===== src/rtl/riscv_pkg.sv =====
// Shared RISC-V datapath definitions: data width, register address width and
// the writeback-buffer entry layout.
package riscv_pkg;

  localparam int XLEN           = 32;
  localparam int REG_ADDR_WIDTH = 5;

  // One queued writeback: destination register plus the value to write
  typedef struct packed {
    logic [REG_ADDR_WIDTH-1:0] rd;
    logic [XLEN-1:0]           data;
  } wb_entry_t;

endpackage


===== src/rtl/wb_fifo.sv =====
// In-order writeback buffer. Storage plus head/tail/count bookkeeping; every
// entry is exposed so the parent can search it for operand forwarding.
// Entries at offsets [0, count) from head are the valid ones, oldest first.
module wb_fifo import riscv_pkg::*; #(
  parameter int  XLEN  = riscv_pkg::XLEN,
  parameter int  DEPTH = 4,
  localparam int PW    = $clog2(DEPTH),
  localparam int CW    = PW + 1
)(
  input  logic                                  clk,
  input  logic                                  rst_n,
  input  logic                                  i_push,
  input  logic [REG_ADDR_WIDTH-1:0]             i_rd,
  input  logic [XLEN-1:0]                       i_data,
  input  logic                                  i_pop,
  output logic [CW-1:0]                         o_count,
  output logic [PW-1:0]                         o_head,
  output logic [DEPTH-1:0][REG_ADDR_WIDTH-1:0]  o_ent_rd,
  output logic [DEPTH-1:0][XLEN-1:0]            o_ent_data
);

  logic [PW-1:0]                        r_head;
  logic [PW-1:0]                        r_tail;
  logic [CW-1:0]                        r_count;
  logic [DEPTH-1:0][REG_ADDR_WIDTH-1:0] r_rd;
  logic [DEPTH-1:0][XLEN-1:0]           r_data;

  logic w_push;
  logic w_pop;

  // A full buffer refuses pushes even when it is also popping this cycle
  assign w_push = i_push && (r_count != CW'(DEPTH));
  assign w_pop  = i_pop  && (r_count != '0);

  // Pointers wrap naturally since DEPTH is a power of two
  always_ff @(posedge clk or negedge rst_n) begin
    if (!rst_n) begin
      r_head  <= '0;
      r_tail  <= '0;
      r_count <= '0;
    end else begin
      if (w_push) r_tail <= r_tail + 1'b1;
      if (w_pop)  r_head <= r_head + 1'b1;
      case ({w_push, w_pop})
        2'b10:   r_count <= r_count + 1'b1;
        2'b01:   r_count <= r_count - 1'b1;
        default: r_count <= r_count;
      endcase
    end
  end

  // Payload storage; validity is carried entirely by head/count
  always_ff @(posedge clk) begin
    if (w_push) begin
      r_rd[r_tail]   <= i_rd;
      r_data[r_tail] <= i_data;
    end
  end

  assign o_count    = r_count;
  assign o_head     = r_head;
  assign o_ent_rd   = r_rd;
  assign o_ent_data = r_data;

endmodule


===== src/rtl/reg_wb_driver.sv =====
// Writeback driver between the pipeline and the register file. Buffers
// writebacks in an in-order FIFO, drains one per cycle unless held, and
// resolves decode operands against queued writes.
// Build option: REG_WB_BYPASS_EN -- when defined, operands are forwarded from
// the youngest matching queued entry; when undefined, a match raises hazard.
module reg_wb_driver import riscv_pkg::*; #(
  parameter int XLEN  = riscv_pkg::XLEN,
  parameter int DEPTH = 4
)(
  input  logic                      clk,
  input  logic                      rst_n,
  input  logic                      wb_valid,
  output logic                      wb_ready,
  input  logic [REG_ADDR_WIDTH-1:0] wb_rd,
  input  logic [XLEN-1:0]           wb_data,
  input  logic                      drain_hold,
  output logic                      rf_we,
  output logic [REG_ADDR_WIDTH-1:0] rf_rd,
  output logic [XLEN-1:0]           rf_wd,
  input  logic [REG_ADDR_WIDTH-1:0] rs1,
  input  logic [REG_ADDR_WIDTH-1:0] rs2,
  output logic [REG_ADDR_WIDTH-1:0] rf_rs1,
  output logic [REG_ADDR_WIDTH-1:0] rf_rs2,
  input  logic [XLEN-1:0]           rf_data1,
  input  logic [XLEN-1:0]           rf_data2,
  output logic [XLEN-1:0]           op_a,
  output logic [XLEN-1:0]           op_b,
  output logic                      hazard
);

  localparam int PW     = $clog2(DEPTH);
  localparam int CW     = PW + 1;
  localparam int NPORTS = 2;

  logic [CW-1:0]                        w_count;
  logic [PW-1:0]                        w_head;
  logic [DEPTH-1:0][REG_ADDR_WIDTH-1:0] w_ent_rd;
  logic [DEPTH-1:0][XLEN-1:0]           w_ent_data;
  logic                                 w_push;

  // Writes to x0 are accepted and dropped so they never occupy a slot
  assign wb_ready = (w_count < CW'(DEPTH));
  assign w_push   = wb_valid && wb_ready && (wb_rd != '0);
  assign rf_we    = (w_count != '0) && !drain_hold;
  assign rf_rd    = w_ent_rd[w_head];
  assign rf_wd    = w_ent_data[w_head];

  wb_fifo #(
    .XLEN  (XLEN),
    .DEPTH (DEPTH)
  ) u_fifo (
    .clk        (clk),
    .rst_n      (rst_n),
    .i_push     (w_push),
    .i_rd       (wb_rd),
    .i_data     (wb_data),
    .i_pop      (rf_we),
    .o_count    (w_count),
    .o_head     (w_head),
    .o_ent_rd   (w_ent_rd),
    .o_ent_data (w_ent_data)
  );

  assign rf_rs1 = rs1;
  assign rf_rs2 = rs2;

  logic [NPORTS-1:0][REG_ADDR_WIDTH-1:0] w_rs;
  logic [NPORTS-1:0][XLEN-1:0]           w_rfd;
  logic [NPORTS-1:0][XLEN-1:0]           w_op;
  logic [NPORTS-1:0]                     w_hit;

  assign w_rs  = {rs2, rs1};
  assign w_rfd = {rf_data2, rf_data1};

  for (genvar p = 0; p < NPORTS; p++) begin : g_port
    logic w_match;
`ifdef REG_WB_BYPASS_EN
    logic [XLEN-1:0] w_byp;

    // Scan oldest to youngest so the youngest matching entry wins
    always_comb begin
      w_match = 1'b0;
      w_byp   = '0;
      for (int k = 0; k < DEPTH; k++) begin
        automatic logic [PW-1:0] idx = w_head + PW'(k);
        if ((CW'(k) < w_count) && (w_ent_rd[idx] == w_rs[p])) begin
          w_match = 1'b1;
          w_byp   = w_ent_data[idx];
        end
      end
    end

    assign w_op[p]  = (w_rs[p] == '0) ? '0 : (w_match ? w_byp : w_rfd[p]);
    assign w_hit[p] = 1'b0;
`else
    // Any valid queued entry for this register means the file copy is stale
    always_comb begin
      w_match = 1'b0;
      for (int k = 0; k < DEPTH; k++) begin
        automatic logic [PW-1:0] idx = w_head + PW'(k);
        if ((CW'(k) < w_count) && (w_ent_rd[idx] == w_rs[p])) w_match = 1'b1;
      end
    end

    assign w_op[p]  = (w_rs[p] == '0) ? '0 : w_rfd[p];
    assign w_hit[p] = (w_rs[p] != '0) && w_match;
`endif
  end

  assign op_a   = w_op[0];
  assign op_b   = w_op[1];
  assign hazard = |w_hit;

endmodule


===== config.mk =====
export PLATFORM = sky130hd
export DESIGN_NAME = reg_wb_driver
export DESIGN_NICKNAME = d
export VERILOG_FILES = /design/src/rtl/riscv_pkg.sv /design/src/rtl/wb_fifo.sv /design/src/rtl/reg_wb_driver.sv
export SDC_FILE = /design/constraint.sdc
export NUM_CORES = 1
export LEC_CHECK = 0
export BUFFER_PORTS_ARGS = -buffer_cell sky130_fd_sc_hd__buf_2
export CORE_MARGIN = 3
export CORE_UTILIZATION = 35
export DETAILED_ROUTE_END_ITERATION = 8
export PLACE_DENSITY = 0.62
export SETUP_SLACK_MARGIN = 0.05
export SYNTH_ARGS = -nofsm -noshare
export SYNTH_HDL_FRONTEND = slang
export SYNTH_SLANG_ARGS = --single-unit

===== constraint.sdc =====
create_clock -name clk -period 3.3 [get_ports clk]
set_clock_uncertainty 0.2 [all_clocks]
set_input_delay 0 -clock clk [delete_from_list [all_inputs] [get_ports clk]]
set_output_delay 0 -clock clk [all_outputs]
set_load 0.05 [all_outputs]

---- Word-level counts from Yosys, hierarchy flattened ----
Index checks and enable logic that the tools add are counted.
word-level totals
  logic and storage cells ................. 91
  input port bits ......................... 115
  output and inout bits ................... 114
  flip-flop bits (word level) ............. 155
cells by class
  eq/ne operators ......................... 11
  reductions and logical operators ........ 25
  $add $sub $neg .......................... 6
  muxes and demuxes ....................... 27
  magnitude comparators ................... 11
operators with widths
  kind                                                                          count
  128-bit bitwise mux                                                           1
  32-bit two-way mux                                                            4
  32-bit binary-select mux with 2-bit select                                    1
  32-bit demux with 2-bit select                                                1
  5-bit binary-select mux with 2-bit select                                     4
  5-bit == test                                                                 8
  5-bit two-way mux                                                             5
  20-bit bitwise mux                                                            1
  1-bit logical AND                                                             16
  2-bit by 3-bit less-than comparator with 1-bit output, second input constant  5
  5-bit nonzero test                                                            3
  5-bit demux with 2-bit select                                                 1
  5-bit logical NOT                                                             2
  1-bit two-way mux                                                             8
  1-bit by 3-bit less-than comparator with 1-bit output, first input constant   2
  2-bit by 3-bit less-than comparator with 1-bit output, first input constant   2
  3-bit case mux with 2 select lines                                            1
  2-bit by 1-bit adder with 2-bit output, second input constant                 2
  2-bit adder, second input constant                                            2
  3-bit by 1-bit adder with 3-bit output, second input constant                 1
  3-bit less-than comparator, second input constant                             1
  3-bit != test, second input constant                                          1
  3-bit nonzero test                                                            1
  3-bit by 1-bit subtractor with 3-bit output, second input constant            1
  other kinds (6)                                                               6

---- Longest topological paths before layout ----
  depth in word-level cells ............... 10
  depth in mapped cells ................... 10
  mapped depth without buffers ............ 7

---- By module ----
From an unflattened synthesis, not the netlist that was laid out.
unflattened totals
  cell total of the unflattened synthesis .. 494
  area total of the unflattened synthesis .. 7524.7 µm²
modules (own cells, without submodules)
  module         cells each  instances  area an instance (µm²)
  wb_fifo        184         1          4884.7
  reg_wb_driver  310         1          2640.0

---- Worst setup path after synthesis ----
No wires, ideal clock.
  path kind ............................... reg2out
  start ................................... register u_fifo.r_head[0] (netlist: u_fifo.o_head[0])
  end ..................................... output port hazard
  stages on the path, launching flop included .. 10
  required time ........................... 3100 ps
  slack ................................... 72 ps
  arrival ................................. 3028 ps
  path buffers ............................ 2
  cells stage by stage .................... dfrtp_1 buf_2 inv_2 buf_2 mux2i_1 xnor2_1 nand4_1 nor3_1 nor4_1 o22ai_1
between the ends
  longest elaborated chain between the ends .. 10
  elaborated cells between the ends (all ways) .. 38
ends and longest elaborated chain
  item                                         RTL line              text
  start: declaration                           wb_fifo.sv:22         logic [PW-1:0] r_head;
  start signal: assignment                     wb_fifo.sv:43         if (w_pop) r_head <= r_head + 1'b1;
  5-bit binary-select mux with 2-bit select *  n/a
  5-bit two-way mux *                          n/a
  named net rf_rd[4]                           reg_wb_driver.sv:18   output logic [REG_ADDR_WIDTH-1:0] rf_rd,
  5-bit == test                                reg_wb_driver.sv:101  if ((CW'(k) < w_count) && (w_ent_rd[idx] == w_rs[p])) w_match = 1'b1;
  1-bit logical AND                            reg_wb_driver.sv:101
  1-bit two-way mux (4 in series)              reg_wb_driver.sv:101
  1-bit logical AND                            reg_wb_driver.sv:106  assign w_hit[p] = (w_rs[p] != '0) && w_match;
  2-bit OR reduction *                         reg_wb_driver.sv:112  assign hazard = |w_hit;
  end: declaration                             reg_wb_driver.sv:28   output logic hazard
The timed path passes the listed nets; every way through them passes the cells marked *. The select of a mux whose other input is x is not followed.

---- Worst setup path after layout ----
  start ................................... register u_fifo.r_head[1] (netlist: u_fifo.o_head[1])
  end ..................................... output port hazard
between the ends
  longest elaborated chain between the ends .. 10
  elaborated cells between the ends (all ways) .. 38
ends and longest elaborated chain
  item                                                                                                 RTL line
  2-bit by 1-bit adder with 2-bit output or 5-bit binary-select mux with 2-bit select (tied branches)  reg_wb_driver.sv:100, reg_wb_driver.sv:101
  5-bit binary-select mux with 2-bit select or 5-bit two-way mux (tied branches)                       reg_wb_driver.sv:101
  5-bit two-way mux (implied by the code) or 5-bit == test (tied branches)                             reg_wb_driver.sv:101
  5-bit == test or 1-bit logical AND (tied branches)                                                   reg_wb_driver.sv:101
  1-bit logical AND or 1-bit two-way mux (tied branches)                                               reg_wb_driver.sv:101
  1-bit two-way mux (3 in series)                                                                      reg_wb_driver.sv:101
  1-bit logical AND                                                                                    reg_wb_driver.sv:106
  2-bit OR reduction *                                                                                 reg_wb_driver.sv:112
Every way passes the cells marked *; elsewhere a longest branch is shown, timed or not. The select of a mux whose other input is x is not followed.

==> results.md <==
* Starting DRC count in detailed routing at 260
* Worst setup EP type: output pin
* Simple-Gate Fraction of Synth Area at 0.103
* Placer congestion estimate at 0.969
* Worst r2r path cells at 4
* Worst slew pin tran at 477 ps
* Setup_tns at 0 ps
* First-pass GRT wire length at between 20000 and 30000 um
* Top-level I/O count at approximately 230
* Top-area cell type share of the netlist area at 0.591
* Clock Power Share at 0.222
* Post-synth top area cell: edfxtp_1
* H-Tree Depth at 4
* Syn_nets at slightly above 600
* CP Max Fanout at 8
* Clk sinks at around 160
* Vias in the first global route at 5248
* Fin. Hold Viols at 0
* Hold path depth at 2
* Area Growth Syn to Fin at 32.6%
* Synth Area in XOR/XNOR at 0.0511
* Top-count cell post-synth: edfxtp_1
* LEAKAGE at about 3.8 nW
* Drt drc at 0
* Slowest stage delay, CP at 540 ps
* Synth Area in Compound Gates at 0.0303
* Worst Hold Path EP: u_fifo.o_ent_data[103]
* Cells after Synth at around 500
* Routed Wire Length at about 19000 um
* Slew headroom at 0.679
* VDD IR max at roughly 0.54 mV
* DP Wirelength at around 14000 um
* RSZ-0062 raised after global routing: no
* Worst-path clk slew at 60 ps
* Total GRT Usage at 0.164
* Clk_lat worst skew at 410 ps
* CTS tree: yes
* DRT Pass-1 Iters at 5
* Largest net degree at the start of global routing at 34
* CP Cell Sequence: buf_4 > mux2_2 > or3_1 > a21oi_1 > nor3_1 > a2111oi_2 > nor4_1 > o22ai_1 > buf_2
* Routed Antenna Nets at 0
* Vert. Die Dim at 153 um
* Crit path DAT at 2890 ps
* Endpoints failing setup at 0
* Root Driver: clkbuf_16
* Die X at approximately 150 um
* Longest Clk Path Bufs at 2
* Via/cell ratio at ~4.8
* Type of origin of the critical path: register
* CP delay by family, top: compound AO/OA/AOI/OAI gates
* Wire per inst at 18.6 um
* FFs w/ async S/R, synth at 0.0452
* Final worst-path cycle share at 0.937
* Row count at 52
* Starting density of the core at 0.363
* Core area at 0.0207 mm^2
* Layout Nets at between 800 and 900
* Crit Path Class: reg -> out
* Reg2reg start: u_fifo.o_count[2]
* Register share of total power at 0.309
* Post-synth EDFFs at 148
* Synth cell count leaders: edfxtp_1, nor2b_1, mux4_2
* Final slew viol count at 0
* Share of layout cells above drive strength 1 at 0.427
* Crit Reg-Reg Endpoint: u_fifo.o_ent_data[64]
* Mapped Area at between 0.007 and 0.008 mm^2
* FILL cells at 1812
* Main synth FF type: edfxtp_1
* P_int at 5.01 mW
* Fin area at between 0.009 and 0.01 mm^2
* Remaining Overflow, GRT at 0
* Status: complete, no violations
* Post-Layout Cell Count at roughly 1.0k
* WP data required at 3100 ps
* Netlist cell types at 46
* Tightest Hold Check Type: in -> reg
* Avg Inst Size Synth at roughly 15 um^2
* Net Switching at between 3 and 4 mW
* Worst R2R Setup Slack at roughly 1100 ps
* #FFs+latches synth at roughly 160
* Main combinational cell family by area after synthesis: multiplexers
* Area of placed instances at about 0.009 mm^2
* Leading post-synthesis cells by cell area: edfxtp_1, mux4_2, nor2b_1, xnor2_1, mux2i_1
* Fmax at 323 MHz
* Worst Path Buf+Inv at 2
* HP Start: wb_data[7]
* Via count at between 5k and 6k
* Sw frac at 0.415
* Multiplexer area fraction after synthesis at 0.151
* Max-cap viol count at 0
* Dpl cells at 963
* Logic pwr share at 0.469
* Sequential area share after synthesis at 0.615
* Number of CTS-inserted buffers at 17
* Power Density at 859 mW/mm^2
* Initial antenna violation count at 2
* Die area at approximately 0.023 mm^2
* Port Buffers at between 200 and 250
* Final min period at 3090 ps
* Critical-path top delay cell: dfrtp_4
* Synth warn at 0
* Adder-cell share of the synthesized area at 0.0150
[routing by layer]
layer  up-vias  routed length (um)  GRT usage
li1       2365                   -          -
met1      2437                7180      0.174
met2       214               10300      0.303
met3        26                1450     0.0514
met4         0                 503     0.0598
met5         -                   0          0
[flip-flops by register name (all words and copies together) (netlist names)]
name               count
u_fifo.o_count         3
u_fifo.o_ent_rd       20
u_fifo.r_tail          2
u_fifo.o_ent_data    128
u_fifo.o_head          2
[worst register-to-register path: cells and delay by family, from the launching register on]
| kind | cells | cell delay (ps) |
|---|---|---|
| simple gates | 1 | 470 |
| compound gates | 1 | 360 |
| flops | 1 | 410 |
| buf+inv | 2 | 460 |
[area by class of cell]
| type | count | area (um^2) | share of cell area |
|---|---|---|---|
| Sequential cell | 155 | 4630 | 0.464 |
| Multi-Input combinational cell | 290 | 2650 | 0.266 |
| Timing Repair Buffer | 283 | 1730 | 0.174 |
| Clock buffer | 19 | 433 | 0.0434 |
| Tap cell | 270 | 338 | 0.0339 |
| Clock inverter | 12 | 146 | 0.0147 |
| Inverter | 10 | 40.0 | 0.00402 |
| Antenna cell | 2 | 5.00 | 0.000502 |
[cell families after synthesis]
logic type	Yosys count
AO/OA/AOI/OAI	35
buffers and inverters	52
adder cells (fa/ha/maj)	9
multiplexers	68
AND/OR/NAND/NOR	135
flip-flops	155
XOR/XNOR	43
[worst max path at each step]
stage | startpoint | endpoint | slack [ps] | depth (start not counted)
final | u_fifo.o_head[1] | hazard | 210 | 9
after CTS | u_fifo.o_head[1] | hazard | 130 | 9
after global routing | u_fifo.o_head[1] | hazard | 50 | 9
after detailed placement | u_fifo.o_head[1] | hazard | 310 | 8
after floorplan | u_fifo.o_head[0] | hazard | 70 | 9
after global placement | u_fifo.o_head[1] | hazard | 290 | 9
[metrics by stage]
stage	setup WS, ps	hold WS (ps)	total power [mW]	util
3_5_place_dp	305	-364	6.62	0.430
2_1_floorplan	71.9	-496	5.71	-
3_3_place_gp	288	-361	6.58	0.430
5_1_grt	52.4	127	8.98	0.482
6_report	206	136	8.56	0.482
4_1_cts	131	112	8.64	0.480
[cell usage in the layout, fill, tap and decap left out, drive strengths merged, types with 8 or more instances in the layout]
| cell type | instances |
|---|---|
| o21ai | 8 |
| edfxtp | 148 |
| a21oi | 11 |
| xor2 | 14 |
| nor2b | 68 |
| xnor2 | 29 |
| ha | 9 |
| dlygate4sd3 | 41 |
| nor2 | 16 |
| mux2 | 8 |
| mux4 | 32 |
| nor3 | 8 |
| nand2 | 14 |
| inv | 11 |
| clkbuf | 19 |
| buf | 242 |
| mux2i | 28 |
[timing repair]
action / in CTS / in global routing
endpoints found under the hold margin: 159 / 0
buffers inserted: 2 / 2
endpoints found under the setup margin: 1 / 1
hold buffers: 41 / 0
cloned: 0 / 0
gates resized for setup: 0 / 4
[power by group through the flow]
stage / Sequential [mW] / Combinational [mW] / Clock (mW)
2_1_floorplan: 2.57 / 3.14 / 0
3_3_place_gp: 2.76 / 3.82 / 0
3_5_place_dp: 2.78 / 3.84 / 0
4_1_cts: 2.66 / 4.04 / 1.94
5_1_grt: 2.67 / 4.28 / 2.02
6_report: 2.65 / 4.02 / 1.90
Note: power is estimated with default switching activity, not from simulation.
